==> src/rtl/gray_dec_pkg.sv <==
// gray_dec_pkg: shared types and width helpers for the Gray result decoder.
package gray_dec_pkg;
   typedef enum logic [1:0] {IDLE, DECODE, FIXUP, HOLD} gd_state_e;
   localparam int GD_WIDTH = 8;
   function automatic int out_w(input int w);
      return w + 2;
   endfunction
endpackage

==> src/rtl/gray_result_decoder_if.sv <==
// gray_result_decoder_if: input/output valid-ready bundle of the Gray result decoder.
interface gray_result_decoder_if
   import gray_dec_pkg::*;
#(
   parameter int WIDTH = GD_WIDTH
);
   logic                       in_valid;
   logic                       in_ready;
   logic [WIDTH-1:0]           in_gray;
   logic                       in_carry;
   logic                       in_mode;
   logic                       out_valid;
   logic                       out_ready;
   logic [out_w(WIDTH)-1:0]    out_value;
   logic                       out_err;
   logic                       busy;
   modport slave (
      input  in_valid, in_gray, in_carry, in_mode, out_ready,
      output in_ready, out_valid, out_value, out_err, busy
   );
   modport master (
      output in_valid, in_gray, in_carry, in_mode, out_ready,
      input  in_ready, out_valid, out_value, out_err, busy
   );
endinterface

==> src/rtl/gray_serial_stage.sv <==
// gray_serial_stage: bit-serial MSB-first Gray-to-binary XOR chain.
module gray_serial_stage
   import gray_dec_pkg::*;
#(
   parameter int WIDTH = GD_WIDTH
) (
   input  logic             clk,
   input  logic             rst_n,
   input  logic             start_i,
   input  logic             step_i,
   input  logic [WIDTH-1:0] gray_i,
   output logic             done_o,
   output logic [WIDTH-1:0] mag_o
);
   localparam int IW = (WIDTH > 2) ? $clog2(WIDTH) : 1;
   logic [WIDTH-1:0] gray_q, gray_d, acc_q, acc_d;
   logic [IW-1:0]    idx_q, idx_d;
   assign done_o = idx_q == '0;
   assign mag_o  = acc_q;
   // acc shifts left each step; acc_q[0] is always the previously decoded (higher) bit
   always_comb begin
      gray_d = start_i ? gray_i : gray_q;
      idx_d  = start_i ? IW'(WIDTH-1) : (step_i && !done_o) ? idx_q - IW'(1) : idx_q;
      acc_d  = start_i ? '0 : step_i ? {acc_q[WIDTH-2:0], acc_q[0] ^ gray_q[idx_q]} : acc_q;
   end
   always_ff @(posedge clk) begin
      if (!rst_n) begin
         gray_q <= '0;
         idx_q  <= '0;
         acc_q  <= '0;
      end else begin
         gray_q <= gray_d;
         idx_q  <= idx_d;
         acc_q  <= acc_d;
      end
   end
endmodule

==> src/rtl/gray_result_decoder.sv <==
// gray_result_decoder: handshaked Gray result decoder with sign/carry fixup.
module gray_result_decoder
   import gray_dec_pkg::*;
#(
   parameter int WIDTH = GD_WIDTH
) (
   input  logic                  clk,
   input  logic                  rst_n,
   gray_result_decoder_if.slave  bus_io
);
   localparam int OW = out_w(WIDTH);
   gd_state_e        state_q, state_d;
   logic             carry_q, carry_d, mode_q, mode_d, err_q, err_d;
   logic [OW-1:0]    value_q, value_d, ext;
   logic             start, step, done;
   logic [WIDTH-1:0] mag;
   gray_serial_stage #(.WIDTH(WIDTH)) u_stage (
      .clk     (clk),
      .rst_n   (rst_n),
      .start_i (start),
      .step_i  (step),
      .gray_i  (bus_io.in_gray),
      .done_o  (done),
      .mag_o   (mag)
   );
   assign ext              = {2'b00, mag};
   assign bus_io.in_ready  = state_q == IDLE;
   assign bus_io.out_valid = state_q == HOLD;
   assign bus_io.busy      = state_q != IDLE;
   assign bus_io.out_value = value_q;
   assign bus_io.out_err   = err_q;
   always_comb begin
      state_d = state_q;
      start   = 1'b0;
      step    = 1'b0;
      carry_d = carry_q;
      mode_d  = mode_q;
      value_d = value_q;
      err_d   = err_q;
      case (state_q)
         IDLE: if (bus_io.in_valid) begin
            start   = 1'b1;
            carry_d = bus_io.in_carry;
            mode_d  = bus_io.in_mode;
            state_d = DECODE;
         end
         DECODE: begin
            step    = 1'b1;
            state_d = done ? FIXUP : DECODE;
         end
         FIXUP: begin
            value_d = mode_q ? (carry_q ? ext : -ext) : {1'b0, carry_q, mag};
            err_d   = mode_q && !carry_q && mag == '0;
            state_d = HOLD;
         end
         HOLD: state_d = bus_io.out_ready ? IDLE : HOLD;
         default: state_d = IDLE;
      endcase
   end
   always_ff @(posedge clk) begin
      if (!rst_n) begin
         state_q <= IDLE;
         carry_q <= 1'b0;
         mode_q  <= 1'b0;
         value_q <= '0;
         err_q   <= 1'b0;
      end else begin
         state_q <= state_d;
         carry_q <= carry_d;
         mode_q  <= mode_d;
         value_q <= value_d;
         err_q   <= err_d;
      end
   end
endmodule

==> src/flat_wrapper.sv <==
// flat-port wrapper written by rule: the top's interface ports become plain ports
module gray_result_decoder_flat import gray_dec_pkg::*;
#(
   parameter int WIDTH = GD_WIDTH
)
  (clk, rst_n, bus_io_in_valid, bus_io_in_gray, bus_io_in_carry, bus_io_in_mode, bus_io_out_ready, bus_io_in_ready, bus_io_out_valid, bus_io_out_value, bus_io_out_err, bus_io_busy);
  gray_result_decoder_if #(.WIDTH(WIDTH)) bus_io_i ();
  input  logic clk;
  input  logic rst_n;
  input wire logic [$bits(bus_io_i.in_valid)-1:0] bus_io_in_valid;
  input wire logic [$bits(bus_io_i.in_gray)-1:0] bus_io_in_gray;
  input wire logic [$bits(bus_io_i.in_carry)-1:0] bus_io_in_carry;
  input wire logic [$bits(bus_io_i.in_mode)-1:0] bus_io_in_mode;
  input wire logic [$bits(bus_io_i.out_ready)-1:0] bus_io_out_ready;
  output wire logic [$bits(bus_io_i.in_ready)-1:0] bus_io_in_ready;
  output wire logic [$bits(bus_io_i.out_valid)-1:0] bus_io_out_valid;
  output wire logic [$bits(bus_io_i.out_value)-1:0] bus_io_out_value;
  output wire logic [$bits(bus_io_i.out_err)-1:0] bus_io_out_err;
  output wire logic [$bits(bus_io_i.busy)-1:0] bus_io_busy;
  assign bus_io_i.in_valid = bus_io_in_valid;
  assign bus_io_i.in_gray = bus_io_in_gray;
  assign bus_io_i.in_carry = bus_io_in_carry;
  assign bus_io_i.in_mode = bus_io_in_mode;
  assign bus_io_i.out_ready = bus_io_out_ready;
  assign bus_io_in_ready = bus_io_i.in_ready;
  assign bus_io_out_valid = bus_io_i.out_valid;
  assign bus_io_out_value = bus_io_i.out_value;
  assign bus_io_out_err = bus_io_i.out_err;
  assign bus_io_busy = bus_io_i.busy;
  gray_result_decoder #(.WIDTH(WIDTH)) u_core (.clk(clk), .rst_n(rst_n), .bus_io(bus_io_i));
endmodule
==> config.mk <==
export PLATFORM = sky130hd
export DESIGN_NAME = gray_result_decoder_flat
export DESIGN_NICKNAME = d
export VERILOG_FILES = /design/src/rtl/gray_dec_pkg.sv /design/src/rtl/gray_result_decoder_if.sv /design/src/rtl/gray_serial_stage.sv /design/src/rtl/gray_result_decoder.sv /design/src/flat_wrapper.sv
export SDC_FILE = /design/constraint.sdc
export NUM_CORES = 1
export LEC_CHECK = 0
export BUFFER_PORTS_ARGS = -buffer_cell sky130_fd_sc_hd__buf_2
export CAP_MARGIN = 20
export CORE_ASPECT_RATIO = 1.4
export CORE_UTILIZATION = 46
export CTS_CLUSTER_DIAMETER = 50
export DETAILED_ROUTE_END_ITERATION = 16
export GPL_ROUTABILITY_DRIVEN = 0
export PLACE_DENSITY = 0.68
export SYNTH_ARGS = -nofsm -noshare
export SYNTH_HDL_FRONTEND = slang
export SYNTH_SLANG_ARGS = --single-unit
==> constraint.sdc <==
create_clock -name clk -period 4.11 [get_ports clk]
set_input_delay 0 -clock clk [delete_from_list [all_inputs] [get_ports clk]]
set_output_delay 0 -clock clk [all_outputs]
set_load 0.05 [all_outputs]
==> reports/results.ini, run 1 <==
[synth]
ys.flop_type=dfxtp_1
yosysMostFrequentCell=nand2_1
synth-simple-area-share_pct=23.3
synth_edf_count=0
synth_top_area_cell=dfxtp_1
syn_avg_cell_area_um2=8.07
synth_warnings=0
yosysSeqAreaShare_pct=43.9
synth_top_family_by_area=simple AND/OR/NAND/NOR gates
yosysTopAreaCellShare_pct=43.9
syn_inst=192
synth_compound_area_share_pct=16.8
synthTopCellsByCount=43 x nand2_1, 34 x dfxtp_1, 30 x a21oi_1
ys_ff_latch=34
synth_area_leaders=dfxtp_1 44%, nand2_1 10%, a21oi_1 9.7%
synth_mux_area_share_pct=4.20
synth_fa_ha_area_share_pct=2.42
synth_area_um2=1550
ys_types=29
synthArstFlopShare_pct=0
syn-num-nets=209
synth_xor_area_share_pct=3.95

[clock_tree]
cts_setup_buffers=0
clock-sinks=34
cts_max_level=2
root_buffer=clkbuf_8
clock_latency_ps=290
cts-resized-gates=0
cts_inserted_buffers=5
path_clk_slew_ps=70
cts_tree=yes
ctsHoldBuffers=10
cts_buffer_depth=2

[placement]
hpwl_um=2290
io_buffers=27
placedCellCount=247

[critical_path]
crit_path_end_kind=flop
worstSetupPathType=reg -> reg
cpPeakStageDelay_ps=550
r2r_slack_ps=2420
reg2reg_depth=4
worstReg2RegEnd=u_core.u_stage.idx_q[1]
critical_path.top_delay_family=simple AND/OR/NAND/NOR gates
worst_setup_path_start_kind=flop
crit_chain=nor2b_1, nand2_1, mux2i_1, o21a_1
cp_max_fo=9
crit_buf_inv=0
cp_slowest_cell=nor2b_1
r2r-start=u_core.state_q[0]
crit_arrival_ps=1870
cp.required_ps=4290

[power_and_ir_drop]
pwr-share-clk_pct=30.8
internal_power_uw=558
pwr-share-seq_pct=45.6
power_density_nw_per_um2=445
ir_drop_uv=325
leakage_uw=0.000737
switching_share_pct=33.0
p_comb_share_pct=23.6
p_total_uw=832
switching_power_uw=274

[global_route]
grt_pass1_vias=1289
antenna_found_initial=0
grt_start_max_net_pins=23
grt_overflow_total=0
grt_use_total_pct=20.6
grt_pass1_wl_um=5510

[timing]
fin_crit_sh_pct=41.1
setup_tns_ps=0
max_freq_mhz=592
slew_headroom_pct=54.5
hold_ws_ps=16.5
tightest_slew_ps=681
period_needed_ps=1690
finalMaxSlewViolations=0
rsz0062_at_grt=no
finalClockSkew_ps=7.15
setup_violations=0
hold_viol_final=0

[cells_and_area]
nFillCells=307
nets=243
fin_cells=266
diodes=0
utilization_pct=59.4
drive_gt1_share_pct=16.7
area_growth_pct=20.7

[route]
vias=1377
initialDrtViolationCount=20
routed_via_density=5.18
routed_wirelength_um=3290
drcViolationCount=0
dr.pass1.iters=4
post_drt_wl_per_cell_um=12.4
ant_nets=0

[min_path]
hp-class=in -> reg
min_to=u_core.u_stage.idx_q[1]
min_from=rst_n
worstHoldPathCells=2

[job]
max_cap_viol_count=0

[die]
dieArea_um2=3610
io_pins=28
die_w_um=51.1
start_util_pct=49.2
die_height_um=70.7
coreArea_um2=3150
rows=24

[status]
status=completed

## worst max path at each step
| stage | from | depth (start not counted) | slack (ps) | to |
|---|---|---|---|---|
| after detailed placement | u_core.state_q[1] | 3 | 2440 | u_core.bus_io.out_value[2] |
| after floorplan | u_core.state_q[1] | 5 | 2300 | u_core.u_stage.gray_q[0] |
| final | u_core.state_q[0] | 4 | 2420 | u_core.u_stage.idx_q[1] |
| after global placement | u_core.state_q[1] | 3 | 2530 | u_core.bus_io.out_value[3] |
| after global routing | u_core.state_q[0] | 4 | 2290 | u_core.u_stage.idx_q[0] |
| after CTS | u_core.state_q[1] | 3 | 2420 | u_core.bus_io.out_value[2] |
## final cells by class
| class | count | area [um^2] | area share [%] |
|---|---|---|---|
| clock buffer | 7 | 86.3 | 4.61 |
| timing repair buffer | 38 | 243 | 13.0 |
| inverter | 6 | 22.5 | 1.20 |
| sequential | 34 | 681 | 36.4 |
| tap | 39 | 48.8 | 2.61 |
| multi-input combinational | 141 | 786 | 42.0 |
| clock inverter | 1 | 5.00 | 0.267 |
## sequential cells by signal, indices dropped and copies added, names as in the netlist
register and flops:
u_core.bus_io.out_value 10, u_core.bus_io.out_err 1, u_core.u_stage.idx_q 3, u_core.u_stage.mag_o 8, u_core.u_stage.gray_q 8, u_core.carry_q 1, u_core.state_q 2, u_core.mode_q 1
## layer usage
layer  vias up  wire, um  track usage (%)
li1        717         -                -
met1       618      1330             21.3
met2        33      1780             36.8
met3         9       115             5.81
met4         0        66             9.88
met5         -         0                0
## through the flow
step	cell area [um^2]	setup slack (ps)
2_1_floorplan	1550	2300
3_3_place_gp	1670	2530
3_5_place_dp	1670	2440
5_1_grt	1870	2290
6_report	1870	2420
4_1_cts	1860	2420
## cell usage in the layout, fill, tap and decap left out, types with 2 or more instances in the layout
cell type,synthesis,routed
a211oi_1,4,4
and2_1,3,3
nor2b_1,3,3
buf_2,4,27
or3_1,3,3
mux2i_1,5,5
clkbuf_8,0,6
ha_1,3,3
dlygate4sd3_1,0,10
a21oi_1,30,30
dfxtp_1,34,34
o21ai_0,5,5
xnor2_1,6,6
nor2_1,13,13
nand3_1,3,3
a31oi_1,2,2
nand2_1,43,43
nor3_1,3,3
nand2b_1,6,6
inv_1,6,6
## cells by family after synthesis
kind of cell,after synthesis
AO/OA/AOI/OAI,46
flip-flops,34
multiplexers,6
buffers and inverters,17
adder cells (fa/ha/maj),3
XOR/XNOR,7
AND/OR/NAND/NOR,79
## power by group through the flow
| stage | registers, uW | logic (uW) | clock network, uW |
|---|---|---|---|
| after floorplan | 408 | 131 | 0 |
| after global placement | 385 | 182 | 0 |
| after detailed placement | 387 | 188 | 0 |
| after CTS | 379 | 196 | 261 |
| after global routing | 383 | 217 | 274 |
| final | 379 | 197 | 256 |
Note: power is estimated with default switching activity, not from simulation.
==> run 2: changes to the inputs <==
ABC_AREA = 1   (was unset)
PLACE_DENSITY = 0.7   (was 0.68)
clock period = 1.5 ns   (was 4.11 ns; I/O delays follow)
==> run 2 against run 1 <==
Sequential share of layout area down 2.5 points. Critical path type unchanged. Utilization is 3.8 points higher. Sequential cell count unchanged.
==> reports/results.ini, run 2 <==
[synth]
synth_area_um2=1570  ; +1.5%
syn_avg_cell_area_um2=7.21  ; -11%
ys_types=26  ; -10%
yosysMostFrequentCell=nand2_1
synthArstFlopShare_pct=0  ; unchanged
synthTopCellsByCount=50 x nand2_1, 34 x dfxtp_1, 28 x inv_1
synth_top_area_cell=dfxtp_1
ys_ff_latch=34  ; unchanged
yosysSeqAreaShare_pct=43.3  ; -0.63 points
synth_area_leaders=dfxtp_1 43%, nand2_1 12%, a21oi_1 8.3%
ys.flop_type=dfxtp_1
syn_inst=218  ; +14%
synth_warnings=0  ; unchanged
yosysTopAreaCellShare_pct=43.3  ; -0.63 points
synth_edf_count=0  ; unchanged
syn-num-nets=235  ; +12%

[timing]
slew_headroom_pct=78.4  ; +24 points
finalMaxSlewViolations=0  ; unchanged
period_needed_ps=1310  ; -382 ps
setup_violations=0  ; unchanged
hold_viol_final=0  ; unchanged
max_freq_mhz=765  ; +29%
rsz0062_at_grt=no
hold_ws_ps=2.68  ; -13.8 ps
finalClockSkew_ps=10.4  ; +3.24 ps
setup_tns_ps=0  ; unchanged
fin_crit_sh_pct=87.2  ; +46 points
tightest_slew_ps=323  ; -358 ps

[route]
drcViolationCount=0  ; unchanged
routed_via_density=4.90  ; -5.4%
ant_nets=0  ; unchanged
vias=1479  ; +7.4%
post_drt_wl_per_cell_um=11.1  ; -10%
initialDrtViolationCount=29  ; +45%
dr.pass1.iters=5  ; +1
routed_wirelength_um=3360  ; +2.0%

[die]
die_height_um=71.2  ; +0.70%
io_pins=28  ; unchanged
start_util_pct=49.4  ; +0.24 points
coreArea_um2=3180  ; +0.95%
die_w_um=51.4  ; +0.70%
rows=24  ; unchanged
dieArea_um2=3660  ; +1.4%

[global_route]
grt_overflow_total=0  ; unchanged
antenna_found_initial=0  ; unchanged
grt_start_max_net_pins=21  ; -8.7%
grt_use_total_pct=21.0  ; +0.49 points
grt_pass1_wl_um=5660  ; +2.9%
grt_pass1_vias=1331  ; +3.3%

[cells_and_area]
final_area_um2=2010  ; +7.4%
nFillCells=312  ; +1.6%
largest_register_ffs=10  ; unchanged
utilization_pct=63.2  ; +3.8 points
nets=279  ; +15%
multi_input_area_um2=747  ; -4.9%
final_cell_mix=50 x nand2_1, 34 x dfxtp_1, 28 x inv_1
area_growth_pct=27.8
diodes=0  ; unchanged
seq_area_um2=681  ; unchanged
drive_gt1_share_pct=22.4  ; +5.7 points
layout_commonest_cell=nand2_1

[power_and_ir_drop]
leakage_uw=0.000923  ; +25%
ir_drop_uv=1340  ; +310%
power_density_nw_per_um2=1450  ; +230%

[clock_tree]
cts_buffer_depth=2  ; unchanged
cts_tree=yes
cts_inserted_buffers=5  ; unchanged
clock-sinks=34  ; unchanged
root_buffer=clkbuf_8
path_clk_slew_ps=70  ; about the same
cts_max_level=2  ; unchanged
clock_latency_ps=290  ; about the same

[placement]
hpwl_um=2440  ; +6.8%
io_buffers=27  ; unchanged
place_area_um2=1780  ; +6.6%

[critical_path]
reg2reg_depth=6  ; +2
cp.required_ps=1680  ; -2610 ps
worstReg2RegEnd=u_core.u_stage.idx_q[2]
crit_path_end_kind=flop
cp_max_fo=4  ; -5
crit_arrival_ps=1490  ; -380 ps
worst_setup_path_start_kind=flop
r2r_slack_ps=190  ; -2230 ps
r2r-start=u_core.u_stage.idx_q[1]
worstSetupPathType=reg -> reg

[min_path]
hp-class=in -> reg
min_to=u_core.u_stage.gray_q[2]
worstHoldPathCells=3  ; +1
min_from=bus_io_in_gray[2]

[status]
status=completed

[job]
max_cap_viol_count=0  ; unchanged

-- run 2: changes by cell type in the layout (fill, tap and decap cells not counted), sizes merged, moves of 4 or more --
cell	before	now
inv	6	34
xnor2	6	0
nand2b	6	0
buf	28	33
mux2i	5	0
a211oi	4	0
nand3	3	13
nor2	13	17
nand2	43	52
o21ai	5	19
-- run 2: power by group --
| part | switching, uW | internal (uW) | total [uW] | leakage (uW) |
|---|---|---|---|---|
| clock network | 335 | 709 | 1040 | 0.0000714 |
| registers | 63.2 | 1000 | 1070 | 0.000278 |
| logic | 556 | 253 | 809 | 0.000573 |
| total | 955 | 1970 | 2920 | 0.000923 |
-- run 2: cell families after synthesis --
kind of cell / share of synthesized area [%]
xor gates and xnor gates: 2.23
buffers and inverters: 9.55
AOI/OAI and AO/OA: 18.2
adders and majority gates: 2.39
and+or+nand+nor: 24.3
DFF: 43.3
-- run 2: final cells by class --
class,instances,area share (%)
Tap cell,39,2.43
Timing Repair Buffer,41,12.9
Clock buffer,6,4.11
Multi-Input combinational cell,145,37.1
Clock inverter,2,2.99
Sequential cell,34,33.9
Inverter,35,6.53
-- run 2: metrics by stage --
step,setup WS [ps],std cells,total power (uW)
after global routing,43.8,302,3100
final,192,302,2920
after CTS,136,302,2950
after floorplan,24.7,218,1690
after detailed placement,137,286,1880
after global placement,186,286,1870
-- run 2: worst max path at each step --
stage	from	end	slack, ps	cells after the start
finish	u_core.u_stage.idx_q[1]	u_core.u_stage.idx_q[2]	190	6
global route	u_core.u_stage.mag_o[0]	u_core.bus_io.out_err	40	8
CTS	u_core.u_stage.mag_o[0]	u_core.bus_io.out_value[6]	140	8
detailed placement	u_core.u_stage.mag_o[0]	u_core.bus_io.out_value[6]	140	8
global placement	u_core.u_stage.mag_o[0]	u_core.bus_io.out_value[6]	190	8
floorplan	u_core.state_q[0]	u_core.carry_q	20	5
-- run 2: metal layers --
metal,up-vias,part of all wire [%],track usage [%]
met5,-,0,0
met4,0,2.6,10.8
met3,7,3.6,6.45
met2,22,50,35.5
met1,670,44,23.1
li1,780,-,-
-- run 2: worst max-delay path, stage by stage (launching register included) --
cell,delay (ps)
dfxtp_1,370
inv_1,100
ha_1,240
a21oi_4,230
nand2_1,70
a21oi_1,120
a21oi_1,70
-- run 2: timing repair --
item | in CTS | in global routing
gates resized for setup | 0 | 1
hold endpoints to repair | 8 | 0
buffers inserted | 0 | 0
hold buffers | 8 | 0
endpoints found under the setup margin | 0 | 2
==> run 3: changes to the inputs <==
ABC_AREA = 0   (was 1)
==> run 3 against run 2 <==
Sequential power is essentially flat. Global-route usage down 1.2 points. Total power shrank 16%. Cell area shrank 1.1%. Fmax fell by 5.7%. Clock power decreased by 21%. Sequential share of layout area is 0.42 points higher. Clock skew fell by 5.7 ps. Die area fell by 1.4%. Setup slack got worse by 78 ps. Combinational power fell by 26%.
==> reports/results.ini, run 3 (synthesis results as in run 1) <==
[min_path]
hp-class=in -> reg

[timing]
finalWorstSetupSlack_ps=114  ; -78.3 ps
hold_viol_final=0  ; unchanged
setup_tns_ps=0  ; unchanged
finalMaxSlewViolations=0  ; unchanged
fin_crit_sh_pct=92.4  ; +5.2 points
tightest_slew_ps=405  ; +82.2 ps
rsz0062_at_grt=no
slew_headroom_pct=73.0  ; -5.5 points
setup_violations=0  ; unchanged
max_freq_mhz=721  ; -5.7%
finalClockSkew_ps=4.68  ; -5.71 ps
period_needed_ps=1390  ; +78.3 ps

[critical_path]
worst_setup_path_start_kind=flop
crit_path_end=u_core.u_stage.mag_o[0]
worstSetupPathType=reg -> reg
reg2reg_depth=4  ; -2
cp_max_fo=4  ; unchanged
cp.required_ps=1720  ; +40 ps
worstSetupStartpoint=u_core.u_stage.idx_q[1]
worstReg2RegEnd=u_core.u_stage.mag_o[0]
crit_path_end_kind=flop
crit_arrival_ps=1610  ; +120 ps
r2r_slack_ps=110  ; -80 ps
r2r-start=u_core.u_stage.idx_q[1]

[route]
initialDrtViolationCount=20  ; -31%
vias=1370  ; -7.4%
drcViolationCount=0  ; unchanged
post_drt_wl_per_cell_um=11.4  ; +2.9%
ant_nets=0  ; unchanged
routed_via_density=4.95  ; +0.99%
dr.pass1.iters=3  ; -2
routed_wirelength_um=3170  ; -5.6%

[clock_tree]
root_buffer=clkbuf_8
cts_inserted_buffers=5  ; unchanged
cts_tree=yes
cts_buffer_depth=2  ; unchanged
clock_latency_ps=290  ; about the same
clock-sinks=34  ; unchanged
cts_max_level=2  ; unchanged
path_clk_slew_ps=70  ; about the same

[die]
io_pins=28  ; unchanged
rows=24  ; unchanged
coreArea_um2=3150  ; -0.94%
die_height_um=70.7  ; -0.70%
start_util_pct=49.2  ; -0.24 points
dieArea_um2=3610  ; -1.4%
die_w_um=51.1  ; -0.69%

[cells_and_area]
nets=254  ; -9.0%
largest_register_ffs=10  ; unchanged
layout_commonest_cell=nand2_1
diodes=0  ; unchanged
drive_gt1_share_pct=21.8  ; -0.58 points
final_cell_mix=43 x nand2_1, 33 x dfxtp_1, 30 x a21oi_1
utilization_pct=63.1  ; -0.073 points
area_growth_pct=28.3

[power_and_ir_drop]
leakage_uw=0.000804  ; -13%
p_comb_share_pct=24.3  ; -3.4 points
ir_drop_uv=1030  ; -23%
power_density_nw_per_um2=1230  ; -15%
pwr-share-seq_pct=42.3  ; +5.7 points
switching_share_pct=31.2  ; -1.5 points
internal_power_uw=1690  ; -14%
pwr-share-clk_pct=33.4  ; -2.3 points
switching_power_uw=765  ; -20%

[global_route]
grt_pass1_wl_um=5350  ; -5.6%
grt_use_total_pct=19.8  ; -1.2 points
antenna_found_initial=0  ; unchanged
grt_pass1_vias=1281  ; -3.8%
grt_overflow_total=0  ; unchanged
grt_start_max_net_pins=19  ; -9.5%

[job]
max_cap_viol_count=0  ; unchanged

[status]
status=completed

[placement]
hpwl_um=2270  ; -7.1%
pre_cts_ws_ps=87.6  ; -49.6 ps
io_buffers=27  ; unchanged

## run 3: worst max-delay path: stages (launching register included)
cell,delay [ps]
dfxtp_2,360
mux2_4,300
or3_1,320
a31o_1,240
a21oi_2,100
## run 3: layout make-up
cell class              instances  area (um^2)
clock inverters                 3         40.0
well taps                      39         48.8
flip-flops and latches         34          682
repair buffers                 49          328
multi-input cells             141          800
fillers                       296         1160
clock buffers                   5         68.8
inverters                       6         22.5
## run 3: worst min-delay path by stage
| stage | from | to | slack [ps] | depth (start not counted) |
|---|---|---|---|---|
| floorplan | rst_n | u_core.u_stage.idx_q[1] | 120 | 1 |
| global placement | bus_io_in_gray[6] | u_core.u_stage.gray_q[6] | 240 | 3 |
| detailed placement | bus_io_in_mode | u_core.mode_q | 250 | 3 |
| CTS | bus_io_out_ready | u_core.state_q[0] | 30 | 4 |
| global route | bus_io_out_ready | u_core.state_q[0] | 60 | 4 |
| finish | bus_io_out_ready | u_core.state_q[0] | 30 | 4 |
## run 3: power groups by stage
stage	Clock (uW)	Combinational (uW)	Sequential, uW
3_3_place_gp	0	557	1050
2_1_floorplan	0	363	1120
6_report	819	595	1040
3_5_place_dp	0	566	1060
5_1_grt	883	650	1050
4_1_cts	839	592	1040
## run 3: repair_timing
item	in CTS	in global routing
gates resized for setup	0	2
buffers inserted	0	0
endpoints found under the setup margin	0	1
endpoints found under the hold margin	11	0
hold buffers	11	0
## run 3: stage by stage
step                cells  hold WS (ps)  cell area [um^2]  power (uW)
floorplan             192           118              1560        1480
global placement      258           241              1760        1610
detailed placement    258           246              1760        1620
CTS                   277          29.7              1980        2470
global route          277          60.2              1990        2580
finish                277          33.9              1990        2450
## run 3: per-layer routing
metal	GRT usage [%]	share of wire (%)
met3	4.52	2.8
met4	10.2	2.0
met2	36.1	53
met5	0	0
met1	20.4	42
